**config.mk**
```make
export PLATFORM = sky130hd
export DESIGN_NAME = hbm_mvm_head_scheduler
export DESIGN_NICKNAME = d
export VERILOG_FILES = /design/src/rtl/hbm_mvm_head_scheduler.sv
export SDC_FILE = /design/constraint.sdc
export NUM_CORES = 1
export LEC_CHECK = 0
export CORE_MARGIN = 4
export CORE_UTILIZATION = 30
export DETAILED_ROUTE_END_ITERATION = 16
export GPL_TIMING_DRIVEN = 1
export PLACE_DENSITY_LB_ADDON = 0.08
export SLEW_MARGIN = 20
export SYNTH_ARGS = -nofsm -noshare
export SYNTH_HDL_FRONTEND = slang
export SYNTH_SLANG_ARGS = --single-unit
```
**constraint.sdc**
```tcl
create_clock -name clk -period 3.26 [get_ports clk]
set_input_delay 0.326 -clock clk [delete_from_list [all_inputs] [get_ports clk]]
set_output_delay 0.326 -clock clk [all_outputs]
set_load 0.01 [all_outputs]
```
**src/rtl/hbm_mvm_head_scheduler.sv**
```systemverilog
// hbm_mvm_head_scheduler
// Sequences the per-head HBM MVM-after-transpose jobs of one attention layer.
// It supports grouped KV heads: R = F / W consecutive feature heads share one
// weight head. R is found by repeated subtraction, one step per cycle. Each job
// is issued over a valid/ready handshake. The next job is issued only after the
// done pulse for the current job arrives.
//
// Ports:
//   clk, rst_n            clock, asynchronous active-low reset
//   cfg_start             one-cycle start pulse; all cfg_* sampled on that edge
//   cfg_feature_head      number of feature heads F
//   cfg_weight_head       number of weight heads W
//   cfg_*_base/_stride    per-stream base address and per-head stride
//   busy                  high from the cycle after start until done
//   done, err             one-cycle end-of-layer pulse; err marks a bad config
//   job_valid/job_ready   job handshake to the MVM datapath
//   job_head, job_*_addr  job payload, held stable while job_valid is high
//   job_done              MVM finished the accepted job (counted only in WAIT)
module hbm_mvm_head_scheduler #(
    parameter int ADDR_W = 32,
    parameter int HEAD_W = 8
) (
    input  logic              clk,
    input  logic              rst_n,
    input  logic              cfg_start,
    input  logic [HEAD_W-1:0] cfg_feature_head,
    input  logic [HEAD_W-1:0] cfg_weight_head,
    input  logic [ADDR_W-1:0] cfg_dat_in_base,
    input  logic [ADDR_W-1:0] cfg_dat_in_head_stride,
    input  logic [ADDR_W-1:0] cfg_wt_base,
    input  logic [ADDR_W-1:0] cfg_wt_head_stride,
    input  logic [ADDR_W-1:0] cfg_dat_out_base,
    input  logic [ADDR_W-1:0] cfg_dat_out_head_stride,
    output logic              busy,
    output logic              done,
    output logic              err,
    output logic              job_valid,
    input  logic              job_ready,
    output logic [HEAD_W-1:0] job_head,
    output logic [ADDR_W-1:0] job_dat_in_addr,
    output logic [ADDR_W-1:0] job_wt_addr,
    output logic [ADDR_W-1:0] job_dat_out_addr,
    input  logic              job_done
);

    typedef enum logic [2:0] {
        ST_IDLE   = 3'd0,
        ST_SETUP  = 3'd1,
        ST_ISSUE  = 3'd2,
        ST_WAIT   = 3'd3,
        ST_NEXT   = 3'd4,
        ST_FINISH = 3'd5
    } state_t;

    localparam logic [HEAD_W-1:0] H_ZERO = {HEAD_W{1'b0}};
    localparam logic [HEAD_W-1:0] H_ONE  = {{(HEAD_W-1){1'b0}}, 1'b1};
    localparam logic [ADDR_W-1:0] A_ZERO = {ADDR_W{1'b0}};

    state_t            state_r;
    state_t            state_nx_s;

    logic [HEAD_W-1:0] f_r;
    logic [HEAD_W-1:0] w_r;
    logic [HEAD_W-1:0] rem_r;
    logic [HEAD_W-1:0] r_r;
    logic [HEAD_W-1:0] head_r;
    logic [HEAD_W-1:0] grp_r;
    logic [ADDR_W-1:0] in_stride_r;
    logic [ADDR_W-1:0] wt_stride_r;
    logic [ADDR_W-1:0] out_stride_r;
    logic [ADDR_W-1:0] in_acc_r;
    logic [ADDR_W-1:0] wt_acc_r;
    logic [ADDR_W-1:0] out_acc_r;

    logic              busy_r;
    logic              done_r;
    logic              err_r;
    logic              job_valid_r;

    logic              busy_nx_s;
    logic              done_nx_s;
    logic              err_nx_s;
    logic              job_valid_nx_s;

    logic              sub_step_s;
    logic              cfg_bad_s;
    logic              last_head_s;
    logic              grp_wrap_s;
    logic              handshake_s;

    // Decode helpers for the SETUP, ISSUE and NEXT decisions.
    always_comb begin
        sub_step_s  = (w_r != H_ZERO) && (rem_r >= w_r);
        cfg_bad_s   = (w_r == H_ZERO) || (f_r == H_ZERO) || (rem_r != H_ZERO);
        last_head_s = (head_r == (f_r - H_ONE));
        grp_wrap_s  = ((grp_r + H_ONE) == r_r);
        handshake_s = job_valid_r && job_ready;
    end

    // State register.
    always_ff @(posedge clk or negedge rst_n) begin
        if (!rst_n) begin
            state_r <= ST_IDLE;
        end else begin
            state_r <= state_nx_s;
        end
    end

    // Next-state logic.
    always_comb begin
        state_nx_s = state_r;
        case (state_r)
            ST_IDLE: begin
                if (cfg_start) state_nx_s = ST_SETUP;
                else           state_nx_s = ST_IDLE;
            end
            ST_SETUP: begin
                if (sub_step_s)     state_nx_s = ST_SETUP;
                else if (cfg_bad_s) state_nx_s = ST_FINISH;
                else                state_nx_s = ST_ISSUE;
            end
            ST_ISSUE: begin
                if (handshake_s) state_nx_s = ST_WAIT;
                else             state_nx_s = ST_ISSUE;
            end
            ST_WAIT: begin
                if (job_done) state_nx_s = ST_NEXT;
                else          state_nx_s = ST_WAIT;
            end
            ST_NEXT: begin
                if (last_head_s) state_nx_s = ST_FINISH;
                else             state_nx_s = ST_ISSUE;
            end
            ST_FINISH: state_nx_s = ST_IDLE;
            default:   state_nx_s = ST_IDLE;
        endcase
    end

    // Output decode from the upcoming state, so that the status outputs are registered.
    // FINISH is entered from SETUP only on a bad config, which gives err.
    always_comb begin
        busy_nx_s      = 1'b0;
        done_nx_s      = 1'b0;
        err_nx_s       = 1'b0;
        job_valid_nx_s = 1'b0;
        case (state_nx_s)
            ST_SETUP, ST_WAIT, ST_NEXT: begin
                busy_nx_s = 1'b1;
            end
            ST_ISSUE: begin
                busy_nx_s      = 1'b1;
                job_valid_nx_s = 1'b1;
            end
            ST_FINISH: begin
                done_nx_s = 1'b1;
                err_nx_s  = (state_r == ST_SETUP);
            end
            default: begin
                busy_nx_s = 1'b0;
            end
        endcase
    end

    // Status output registers.
    always_ff @(posedge clk or negedge rst_n) begin
        if (!rst_n) begin
            busy_r      <= 1'b0;
            done_r      <= 1'b0;
            err_r       <= 1'b0;
            job_valid_r <= 1'b0;
        end else begin
            busy_r      <= busy_nx_s;
            done_r      <= done_nx_s;
            err_r       <= err_nx_s;
            job_valid_r <= job_valid_nx_s;
        end
    end

    // Config latch, group-size search, and per-head address accumulators.
    // The accumulators are loaded on start. They change only in NEXT, so the
    // payload stays stable for the whole time job_valid is high.
    always_ff @(posedge clk or negedge rst_n) begin
        if (!rst_n) begin
            f_r          <= H_ZERO;
            w_r          <= H_ZERO;
            rem_r        <= H_ZERO;
            r_r          <= H_ZERO;
            head_r       <= H_ZERO;
            grp_r        <= H_ZERO;
            in_stride_r  <= A_ZERO;
            wt_stride_r  <= A_ZERO;
            out_stride_r <= A_ZERO;
            in_acc_r     <= A_ZERO;
            wt_acc_r     <= A_ZERO;
            out_acc_r    <= A_ZERO;
        end else begin
            case (state_r)
                ST_IDLE: begin
                    if (cfg_start) begin
                        f_r          <= cfg_feature_head;
                        w_r          <= cfg_weight_head;
                        rem_r        <= cfg_feature_head;
                        r_r          <= H_ZERO;
                        head_r       <= H_ZERO;
                        grp_r        <= H_ZERO;
                        in_stride_r  <= cfg_dat_in_head_stride;
                        wt_stride_r  <= cfg_wt_head_stride;
                        out_stride_r <= cfg_dat_out_head_stride;
                        in_acc_r     <= cfg_dat_in_base;
                        wt_acc_r     <= cfg_wt_base;
                        out_acc_r    <= cfg_dat_out_base;
                    end
                end
                ST_SETUP: begin
                    if (sub_step_s) begin
                        rem_r <= rem_r - w_r;
                        r_r   <= r_r + H_ONE;
                    end
                end
                ST_NEXT: begin
                    head_r    <= head_r + H_ONE;
                    in_acc_r  <= in_acc_r + in_stride_r;
                    out_acc_r <= out_acc_r + out_stride_r;
                    if (grp_wrap_s) begin
                        grp_r    <= H_ZERO;
                        wt_acc_r <= wt_acc_r + wt_stride_r;
                    end else begin
                        grp_r    <= grp_r + H_ONE;
                    end
                end
                default: begin
                    head_r <= head_r;
                end
            endcase
        end
    end

    assign busy             = busy_r;
    assign done             = done_r;
    assign err              = err_r;
    assign job_valid        = job_valid_r;
    assign job_head         = head_r;
    assign job_dat_in_addr  = in_acc_r;
    assign job_wt_addr      = wt_acc_r;
    assign job_dat_out_addr = out_acc_r;

endmodule

```
==> impl_metrics.tcl <==
set metrics [dict create \
    clock_tree_from_tritoncts "done" \
    finish.net_count 2443 \
    seqCellArea_um2 6181 \
    area_of_the_multi_input_gates_um2 8872 \
    skew_ps 18.10 \
    min_period_over_period_pct 93.13 \
    timing.setup.critical_path_class "flop to flop" \
    critPathMaxStageDelay_ps 390 \
    power.clock.fraction_pct 15.6 \
    cts.clk_slew.worst_paths_ps 60 \
    critical_path_arrival_ps 3430 \
    final-setup-viol-count 0 \
    clock_sinks 247 \
    critical-path-top-cell-by-count "sky130_fd_sc_hd__o21ai_0" \
    synth-edff-count 0 \
    dieArea_um2 54890 \
    grtUsageTotal_pct 18.28 \
    max_freq_mhz 329.4 \
    rsz0062_at_grt "no" \
    internal_power_uw 13220 \
    synth_seq_cells 247 \
    antenna_found_initial 8 \
    layout_commonest_cell "sky130_fd_sc_hd__nand2_1" \
    postSynthAreaPerCell_um2 8.530 \
    detailroute.via_count 14116 \
    synthCells 1801 \
    cts_max_path_buffers 3 \
    worst_setup_path_end_kind "flop" \
    status "finished clean" \
    most_used_cells_in_the_layout_excluding_fill_and_tap_cells "432 x sky130_fd_sc_hd__nand2_1, 319 x sky130_fd_sc_hd__clkdlybuf4s50_1, 247 x sky130_fd_sc_hd__dfrtp_1, 137 x sky130_fd_sc_hd__o21ai_0, 116 x sky130_fd_sc_hd__nor2_1" \
    placementRows 82 \
    power_switching_share_pct 44.04 \
    chipHeight_um 234.3 \
    final_max_slew_viol_count 0 \
    start_util_pct 30.50 \
    dr.pass1.iters 5 \
    reg2reg_depth 11 \
    hold_path_class "input port to flop" \
    p_per_area_nw_per_um2 1138 \
    final.fill_count 5099 \
    maxSlewHeadroom_pct 54.03 \
    cp_cell_sequence "ha_1 -> a211oi_1 -> o21ai_0 -> a211o_1 -> nand4_1 -> o21ai_0 -> a22o_1 -> a21oi_1 -> o21ai_0 -> o21ai_0 -> o2111ai_1" \
    htree_levels 2 \
    post_synth_num_cell_types 76 \
    wl_per_cell_um 18.12 \
    worst_hold_slack_ps 309.0 \
    syn2layout_area_growth_pct 35.08 \
    number_of_buffers_inserted_by_port_buffering 320 \
    clkLatencyLatePin_ps 540 \
    final.setup.tns_ps 0 \
    p_leak_uw 0.009457 \
    startpoint_type "flop" \
    ff2ff_setup_slack_ps 220 \
    worst_ir_drop_vdd_v 0.0004324 \
    critical-path-top-delay-family "compound AO/OA/AOI/OAI gates" \
    hold_depth 3 \
    synth_top_flop_cell "sky130_fd_sc_hd__dfrtp_1" \
    timing.critical_path.required_ps 3660 \
    post-route-drc-count 0 \
    power.net_switching_uw 10400 \
    die_width_um 234.3 \
    nets_in_the_synthesized_netlist 2124 \
    global_route.overflow_total 0 \
    dp_hpwl_um 36420 \
    tightestPinTransition_ps 689.5 \
    drive_above_1_share_pct 5.935 \
    coreArea_um2 50380 \
    report.final.hold_viol_count 0 \
    drt-initial-drc-count 686 \
    critical_path.slowest_cell "sky130_fd_sc_hd__dfrtp_1" \
    critical_path_fanouts_max 4 \
    share_of_total_power_in_combinational_logic_pct 60.3 \
    tritoncts.num_buffers 34 \
    grt_pass1_vias 14451 \
    drtAntennaViolNets 0 \
    worst-path-stages 11 \
    syn-cell-area_um2 15360 \
    max-cap-violations 0 \
    crit_buf_inv 0 \
    share_seq_of_total_power_pct 24.1 \
    grt_start_max_net_pins 113 \
    period_needed_ps 3036 \
    avgViaCountPerCell 5.016 \
    drt-total-wl_um 50990 \
    synth_async_sr_flop_share_pct 100.0 \
    boundaryPins 321 \
    synth.yosys.seq_area_share_pct 40.23 \
    place_congestion 0.8336 \
    clock-root-buffer "sky130_fd_sc_hd__clkbuf_16" \
    grt_first_pass_wirelength_um 80400 \
    ys_warn_count 0 \
]
[worst paths after layout]
path,start,to
max reg2reg,job_wt_addr[1]$_DFFE_PN0P_,job_wt_addr[31]$_DFFE_PN0P_
min in group asynchronous,rst_n,busy$_DFF_PN0_
max in group asynchronous,rst_n,r_r[5]$_DFFE_PN0P_
min,cfg_dat_out_head_stride[26],out_stride_r[26]$_DFFE_PN0P_
max,job_wt_addr[1]$_DFFE_PN0P_,job_wt_addr[31]$_DFFE_PN0P_
min reg2reg,out_stride_r[30]$_DFFE_PN0P_,out_stride_r[30]$_DFFE_PN0P_
[worst register-to-register path: cells and delay by family, from the launching register on]
| kind | cells | cell delay, ps |
|---|---|---|
| adder cells (fa/ha/maj) | 1 | 320 |
| AO/OA/AOI/OAI | 9 | 2030 |
| AND/OR/NAND/NOR | 1 | 170 |
| flip-flops | 1 | 390 |
[state kept, by name, indices dropped and copies added, names as in the netlist]
register,count
w_r,8
job_dat_out_addr,32
f_r,8
job_dat_in_addr,32
job_head,8
rem_r,8
r_r,8
wt_stride_r,32
job_wt_addr,32
done,1
job_valid,1
grp_r,8
out_stride_r,32
state_r,3
in_stride_r,32
err,1
busy,1
[power by group through the flow]
stage	registers (µW)	logic (µW)	clock network [µW]
CTS	5700	14200	3860
finish	5680	14200	3690
global placement	5720	14000	0
floorplan	5630	9440	0
detailed placement	5730	14100	0
global route	5880	16100	3960
[cell families after synthesis]
family | after synthesis | synth area share (%)
compound gates | 487 | 20.35
xor+xnor | 100 | 5.701
fa+ha+maj | 110 | 9.155
buf+inv | 113 | 2.867
flops | 247 | 40.23
mux | 16 | 1.083
simple gates | 728 | 20.61
[cell type report]
type                       instances  area share, %
clock inverter                     6         0.4763
antenna                            2        0.02412
inverter                          39         0.7055
tap                              672          4.052
clock buffer                      50          4.727
multi-input combinational       1441          42.76
timing repair buffer             357          17.47
sequential                       247          29.79
[cells in the mapped netlist, types with 39 or more instances]
| master | instances | area, µm² |
|---|---|---|
| sky130_fd_sc_hd__a21oi_1 | 89 | 445.4 |
| sky130_fd_sc_hd__xor2_1 | 43 | 376.6 |
| sky130_fd_sc_hd__ha_1 | 106 | 1326 |
| sky130_fd_sc_hd__nor2_1 | 116 | 435.4 |
| sky130_fd_sc_hd__a21o_1 | 50 | 375.4 |
| sky130_fd_sc_hd__o21ai_0 | 139 | 695.7 |
| sky130_fd_sc_hd__clkbuf_1 | 63 | 236.5 |
| sky130_fd_sc_hd__a22oi_1 | 55 | 412.9 |
| sky130_fd_sc_hd__xnor2_1 | 57 | 499.2 |
| sky130_fd_sc_hd__dfrtp_1 | 247 | 6181 |
| sky130_fd_sc_hd__inv_1 | 39 | 146.4 |
| sky130_fd_sc_hd__nand2_1 | 433 | 1625 |
[per-stage QoR]
stage | setup slack [ps] | instances | utilization, % | power [µW] | area, µm²
after floorplan | 396.7 | 1801 | - | 15070 | 15360
after detailed placement | 56.60 | 2754 | 38.82 | 19800 | 19560
final | 224.0 | 2814 | 41.19 | 23620 | 20750
after global routing | 6.135 | 2813 | 41.19 | 25890 | 20750
after CTS | 51.63 | 2811 | 40.98 | 23740 | 20640
after global placement | 65.80 | 2754 | 38.82 | 19720 | 19560
[per-layer routing]
metal  up-vias  wire length, µm  GRT usage [%]
met5         -               66              0
met4        12             1186          5.131
met3        72             3019          4.483
met2       275            23650          29.81
met1      6742            23070          24.26
li1       7015                -              -
[repair_timing]
action / 4_1_cts / 5_1_grt
hold buffers: 1 / 0
setup buffers: 0 / 1
gates resized for setup: 0 / 20
hold endpoints to repair: 78 / 0
setup endpoints to repair: 0 / 30
(Power assumes the default switching activity.)
